File: src/rtl/led_bank_arbiter_pkg.sv
// Shared constants and types for the LED bank arbiter.
// Other files use them through import led_arb_pkg::*.
package led_arb_pkg;

    localparam int          LED_W_DEFAULT        = 16;
    localparam logic [15:0] IDLE_PATTERN_DEFAULT = 16'hAE20;

    typedef enum logic {
        IDLE = 1'b0,
        HOLD = 1'b1
    } arb_state_t;

endpackage

File: src/rtl/led_bank_arbiter_if.sv
// Request/pattern bus between the pattern sources and the LED bank arbiter.
// The grant, busy and flag_led signals travel back on the same bus.
interface led_bank_arbiter_if
    import led_arb_pkg::*;
#(
    parameter int NUM_REQ = 4,
    parameter int LED_W   = LED_W_DEFAULT
);
    logic [NUM_REQ-1:0]       req;
    logic [NUM_REQ*LED_W-1:0] pattern;
    logic [NUM_REQ-1:0]       grant;
    logic                     busy;
    logic [LED_W-1:0]         flag_led;

    modport master (output req, pattern, input grant, busy, flag_led);
    modport slave  (input req, pattern, output grant, busy, flag_led);
endinterface

File: src/rtl/led_rr_pick.sv
// Combinational round-robin picker. It chooses the first requester that is
// both requesting and unmasked, searching upward from start and wrapping.
module led_rr_pick
    import led_arb_pkg::*;
#(
    parameter int NUM_REQ = 4,
    parameter int IDX_W   = $clog2(NUM_REQ)
) (
    input  logic [NUM_REQ-1:0] req,
    input  logic [NUM_REQ-1:0] mask,
    input  logic [IDX_W-1:0]   start,
    output logic               valid,
    output logic [IDX_W-1:0]   winner
);

    logic [NUM_REQ-1:0] cand;
    logic [IDX_W:0]     sum [NUM_REQ];
    logic [IDX_W-1:0]   pos [NUM_REQ];

    assign cand = req & mask;

    // pos[gi] is the requester index at search offset gi from start
    genvar gi;
    generate
        for (gi = 0; gi < NUM_REQ; gi++) begin : g_pos
            assign sum[gi] = {1'b0, start} + (IDX_W+1)'(gi);
            assign pos[gi] = (sum[gi] >= (IDX_W+1)'(NUM_REQ))
                           ? IDX_W'(sum[gi] - (IDX_W+1)'(NUM_REQ))
                           : sum[gi][IDX_W-1:0];
        end
    endgenerate

    // Scan from the far end so that the nearest candidate is written last.
    always_comb begin
        valid  = 1'b0;
        winner = '0;
        for (int k = NUM_REQ - 1; k >= 0; k--) begin
            if (cand[pos[k]]) begin
                valid  = 1'b1;
                winner = pos[k];
            end
        end
    end

endmodule

File: src/rtl/led_bank_arbiter.sv
// Round-robin owner of the shared LED bank. Each grant has a fixed dwell time,
// and the bank shows the idle pattern whenever no source requests it.
module led_bank_arbiter
    import led_arb_pkg::*;
#(
    parameter int               NUM_REQ      = 4,
    parameter int               LED_W        = LED_W_DEFAULT,
    parameter int               DWELL_CYCLES = 100_000_000,
    parameter logic [LED_W-1:0] IDLE_PATTERN = LED_W'(IDLE_PATTERN_DEFAULT)
) (
    input  logic               clk,
    input  logic               rst_n,
    led_bank_arbiter_if.slave  bus
);

    localparam int               IDX_W    = $clog2(NUM_REQ);
    localparam int               CNT_W    = $clog2(DWELL_CYCLES + 1);
    localparam logic [CNT_W-1:0] CNT_LOAD = CNT_W'(DWELL_CYCLES - 1);

    arb_state_t         state_reg, state_next;
    logic [NUM_REQ-1:0] grant_reg, grant_next;
    logic               busy_reg, busy_next;
    logic [LED_W-1:0]   led_reg, led_next;
    logic [CNT_W-1:0]   cnt_reg, cnt_next;
    logic [IDX_W-1:0]   ptr_reg, ptr_next;
    logic [IDX_W-1:0]   owner_reg, owner_next;

    logic [LED_W-1:0]   pat [NUM_REQ];
    logic [NUM_REQ-1:0] pick_mask;
    logic               pick_valid;
    logic [IDX_W-1:0]   pick_idx;
    logic               owner_req;
    logic               rearb;

    genvar gi;
    generate
        for (gi = 0; gi < NUM_REQ; gi++) begin : g_pat
            assign pat[gi] = bus.pattern[gi*LED_W +: LED_W];
        end
    endgenerate

    // In HOLD the pointer equals owner+1, so one start index covers both states.
    // When the owner releases early, it is masked out of that pick.
    assign owner_req = bus.req[owner_reg];
    assign pick_mask = (state_reg == HOLD && !owner_req)
                     ? ~(NUM_REQ'(1) << owner_reg) : '1;

    led_rr_pick #(.NUM_REQ(NUM_REQ), .IDX_W(IDX_W)) u_pick (
        .req    (bus.req),
        .mask   (pick_mask),
        .start  (ptr_reg),
        .valid  (pick_valid),
        .winner (pick_idx)
    );

    always_ff @(posedge clk or negedge rst_n) begin
        if (!rst_n) begin
            state_reg <= IDLE;
            grant_reg <= '0;
            busy_reg  <= 1'b0;
            led_reg   <= IDLE_PATTERN;
            cnt_reg   <= '0;
            ptr_reg   <= '0;
            owner_reg <= '0;
        end else begin
            state_reg <= state_next;
            grant_reg <= grant_next;
            busy_reg  <= busy_next;
            led_reg   <= led_next;
            cnt_reg   <= cnt_next;
            ptr_reg   <= ptr_next;
            owner_reg <= owner_next;
        end
    end

    always_comb begin
        state_next = state_reg;
        grant_next = grant_reg;
        busy_next  = busy_reg;
        led_next   = led_reg;
        cnt_next   = cnt_reg;
        ptr_next   = ptr_reg;
        owner_next = owner_reg;
        rearb      = (state_reg == IDLE) || (cnt_reg == '0) || !owner_req;

        if (!rearb) begin
            led_next = pat[owner_reg];
            cnt_next = cnt_reg - CNT_W'(1);
        end else if (pick_valid) begin
            state_next = HOLD;
            grant_next = NUM_REQ'(1) << pick_idx;
            busy_next  = 1'b1;
            led_next   = pat[pick_idx];
            cnt_next   = CNT_LOAD;
            owner_next = pick_idx;
            ptr_next   = (pick_idx == IDX_W'(NUM_REQ - 1)) ? '0 : pick_idx + IDX_W'(1);
        end else begin
            state_next = IDLE;
            grant_next = '0;
            busy_next  = 1'b0;
            led_next   = IDLE_PATTERN;
        end
    end

    assign bus.grant    = grant_reg;
    assign bus.busy     = busy_reg;
    assign bus.flag_led = led_reg;

endmodule
File: src/flat_wrapper.sv
// flat-port wrapper written by rule: the top's interface ports become plain ports
module led_bank_arbiter_flat import led_arb_pkg::*;
#(
    parameter int               NUM_REQ      = 4,
    parameter int               LED_W        = LED_W_DEFAULT,
    parameter int               DWELL_CYCLES = 100_000_000,
    parameter logic [LED_W-1:0] IDLE_PATTERN = LED_W'(IDLE_PATTERN_DEFAULT)
)
  (clk, rst_n, bus_req, bus_pattern, bus_grant, bus_busy, bus_flag_led);
  led_bank_arbiter_if #(.NUM_REQ(NUM_REQ), .LED_W(LED_W)) bus_i ();
  input  logic clk;
  input  logic rst_n;
  input wire logic [$bits(bus_i.req)-1:0] bus_req;
  input wire logic [$bits(bus_i.pattern)-1:0] bus_pattern;
  output wire logic [$bits(bus_i.grant)-1:0] bus_grant;
  output wire logic [$bits(bus_i.busy)-1:0] bus_busy;
  output wire logic [$bits(bus_i.flag_led)-1:0] bus_flag_led;
  assign bus_i.req = bus_req;
  assign bus_i.pattern = bus_pattern;
  assign bus_grant = bus_i.grant;
  assign bus_busy = bus_i.busy;
  assign bus_flag_led = bus_i.flag_led;
  led_bank_arbiter #(.NUM_REQ(NUM_REQ), .LED_W(LED_W), .DWELL_CYCLES(DWELL_CYCLES), .IDLE_PATTERN(IDLE_PATTERN)) u_core (.clk(clk), .rst_n(rst_n), .bus(bus_i));
endmodule
File: config.mk
export PLATFORM = sky130hd
export DESIGN_NAME = led_bank_arbiter_flat
export DESIGN_NICKNAME = d
export VERILOG_FILES = /design/src/rtl/led_bank_arbiter_pkg.sv /design/src/rtl/led_bank_arbiter_if.sv /design/src/rtl/led_rr_pick.sv /design/src/rtl/led_bank_arbiter.sv /design/src/flat_wrapper.sv
export SDC_FILE = /design/constraint.sdc
export NUM_CORES = 1
export LEC_CHECK = 0
export BUFFER_PORTS_ARGS = -buffer_cell sky130_fd_sc_hd__buf_2
export CORE_UTILIZATION = 53
export CTS_BUF_LIST = sky130_fd_sc_hd__clkbuf_4 sky130_fd_sc_hd__clkbuf_8 sky130_fd_sc_hd__clkbuf_16
export CTS_CLUSTER_DIAMETER = 40
export CTS_CLUSTER_SIZE = 28
export DETAILED_ROUTE_END_ITERATION = 16
export PLACE_DENSITY = 0.8
export SYNTH_ARGS = -nofsm -noshare
export SYNTH_HDL_FRONTEND = slang
export SYNTH_SLANG_ARGS = --single-unit
export TNS_END_PERCENT = 100
File: constraint.sdc
create_clock -name clk -period 2.9 [get_ports clk]
set_clock_uncertainty 0.15 [all_clocks]
set_input_delay 0.29 -clock clk [delete_from_list [all_inputs] [get_ports clk]]
set_output_delay 0.29 -clock clk [all_outputs]
set_load 0.02 [all_outputs]
==> results.tsv <==
metric	value	unit
worst slew pin tran	602	ps
fin. max-slew vios	0	
max reg flops	27	
CTS tree	done	
combinational group share of total power	0.552	
CP bufs+invs	1	
synthesized area per cell	10.1	um^2
CP Data Required Time	2990	ps
Fin Hold WS	221	ps
Gate Count Post-Synth	334	
slowest stage cell, crit path	or4_4	
most common library cell in the layout ignoring fill and taps	buf_2	
Hold Path End	u_core.bus.flag_led[6]$_DFF_PN0_	
post_cts resized	0	
setup bufs post-CTS	0	
CTS root buffer	clkbuf_8	
PortBufs	90	
DRT Pass-1 Iters	4	
Place WS	175	ps
setup_tns	0	ps
Final WS setup	114	ps
1st-iter DRT viols	201	
Post-synth top flop	dfrtp_1	
routability cong.	0.820	
Die Y-Extent	81.8	um
Reg power frac	0.314	
HP Start	bus_pattern[54]	
clock buffer depth	2	
clock tree sinks	52	
Worst path most repeated cell	or4_4	
DP Wirelength	6.02	mm
final setup vio count	0	
GRT overflow	0	
largest net degree at the start of global routing	35	
I/O Pins	91	
Pwr Density	823	nW/um^2
later-pin clock latency in the skew report	310	ps
CP endpoint kind	flop	
layout cells sized above 1	0.333	
first-pass GRT wire length	13.5	mm
PnR Total Power	3.33	mW
initial antenna violation count	0	
sequential share of the synthesized area	0.388	
DRC viols	0	
area of the multi-input gates	1930	um^2
FF/Latch Area	1310	um^2
Area Overhead vs Synth	19.9	%
worst-path cell chain	or4_4, or4_4, o31a_1, nor2_1, buf_4, a32o_1	
routed via count	2999	
Yosys cell types	47	
CORE AREA	6030	um^2
CTS Hold Bufs	1	
most frequent cells in the layout	buf_2, dfrtp_1, nand2_1, mux2i_1, nor2_1	
# rows	28	
Synth async-reset ratio	1.00	
vias in the first global route	3005	
mapped cell area	3370	um^2
crit path launch type	flop	
overall routing resource usage	0.264	
DR WL/cell	16.0	um
post-synth net total	410	
status	complete, no violations	
crit-path max cell delay	580	ps
Starting Density	0.559	
htree depth	2	
peak supply drop	467	uV
final WL	8.03	mm
Post-synth EDFFs	0	
TritonCTS Buffers	5	
die width	81.8	um
clk slew on worst S/H paths	90	ps
# diodes	0	
RSZ-0062 raised after global routing	false	
P_leak	1.87	nW
fillcell total	488	
FF-to-FF End	u_core.bus.flag_led[2]$_DFF_PN0_	
Synth Warn #	0	
Clk network pwr share	0.134	
min cycle time layout	2790	ps
Nets	501	
Cell Int Power	1.97	mW
worst reg2reg path depth	6	
Final Hold Viols	0	
Max Freq	359	MHz
Max Cap Violations	0	
crit path DAT	2880	ps
net switching power	1.36	mW
Routed Antenna Nets	0	
worst r2r src	u_core.cnt_reg[20]$_DFFE_PN0P_	
Vias/cell	5.99	
Sw Share	0.408	
reg2reg setup slack	110	ps
Worst Hold Depth	4	
Die ar.	6680	um^2
kind of critical path	reg2reg	
final period utilization	0.961	
Worst slew margin	0.599	
worst-path fanout max	14	
family with the most delay on the worst path	simple AND/OR/NAND/NOR gates	
#FFs+latches synth	52	
Hold WC Path Type	in2reg	
[logic make-up after synthesis]
| family | synth area share |
|---|---|
| multiplexers | 0.236 |
| XOR/XNOR | 0.00260 |
| AND/OR/NAND/NOR | 0.153 |
| adder cells (fa/ha/maj) | 0.0223 |
| AO/OA/AOI/OAI | 0.159 |
| buffers and inverters | 0.0393 |
| flip-flops | 0.388 |
[cell type report]
cell class                      count  area share
Timing Repair Buffer              108       0.146
Sequential cell                    52       0.324
Inverter                            6     0.00557
Clock buffer                        8      0.0242
Tap cell                           75      0.0232
Multi-Input combinational cell    252       0.478
[synth_stat cells, drive strengths merged (6+ instances only)]
cell type | instances | area [um^2]
a31oi | 6 | 37.5
mux4 | 17 | 383
a21oi | 12 | 60.1
ha | 6 | 75.1
nor3 | 13 | 65.1
o22a | 6 | 52.6
dfrtp | 46 | 1150
inv | 6 | 22.5
buf | 12 | 65.1
nor4 | 6 | 37.5
a32o | 10 | 100
mux2i | 40 | 400
nand2 | 44 | 165
nand3 | 10 | 50.1
clkbuf | 12 | 45.0
o21ai | 22 | 110
dfstp | 6 | 158
nor2 | 24 | 90.1
[power groups by stage]
stage | clock network (mW) | registers [mW] | logic (mW)
after floorplan | 0 | 1.22 | 1.19
after global placement | 0 | 1.05 | 1.77
after detailed placement | 0 | 1.05 | 1.83
after CTS | 0.454 | 1.04 | 1.84
after global routing | 0.489 | 1.06 | 2.00
final | 0.447 | 1.04 | 1.84
[worst max-delay path by stage]
stage | startpoint | slack (ps) | cells past startpoint | end
after floorplan | u_core.cnt_reg[19]$_DFFE_PN0P_ | 270 | 6 | u_core.bus.flag_led[14]$_DFF_PN0_
after global placement | u_core.cnt_reg[20]$_DFFE_PN0P_ | 200 | 7 | u_core.ptr_reg[0]$_DFFE_PN0P_
after detailed placement | u_core.cnt_reg[20]$_DFFE_PN0P_ | 170 | 6 | u_core.bus.flag_led[4]$_DFF_PN0_
after CTS | u_core.cnt_reg[20]$_DFFE_PN0P_ | 120 | 6 | u_core.bus.flag_led[2]$_DFF_PN0_
after global routing | u_core.cnt_reg[20]$_DFFE_PN0P_ | 6 | 7 | u_core.ptr_reg[0]$_DFFE_PN0P_
final | u_core.cnt_reg[20]$_DFFE_PN0P_ | 110 | 6 | u_core.bus.flag_led[2]$_DFF_PN0_
[layer usage]
layer,wire (um),global-route usage,up-vias
met3,415,0.0567,15
li1,-,-,1443
met4,113,0.0930,0
met2,4110,0.460,107
met1,3400,0.319,1434
met5,0,0,-
[worst reg2reg max path, cell delays in order, from the launching register on]
cell and delay, ps:
dfrtp_1 430, or4_4 540, or4_4 580, o31a_1 330, nor2_1 250, buf_4 260
a32o_1 190
[per-stage QoR]
step | utilization | area, um^2 | instances
2_1_floorplan | - | 3370 | 334
3_3_place_gp | 0.653 | 3930 | 492
3_5_place_dp | 0.653 | 3930 | 492
4_1_cts | 0.670 | 4040 | 501
5_1_grt | 0.670 | 4040 | 501
6_report | 0.670 | 4040 | 501
No activity file was read; power rests on OpenSTA's default activity.
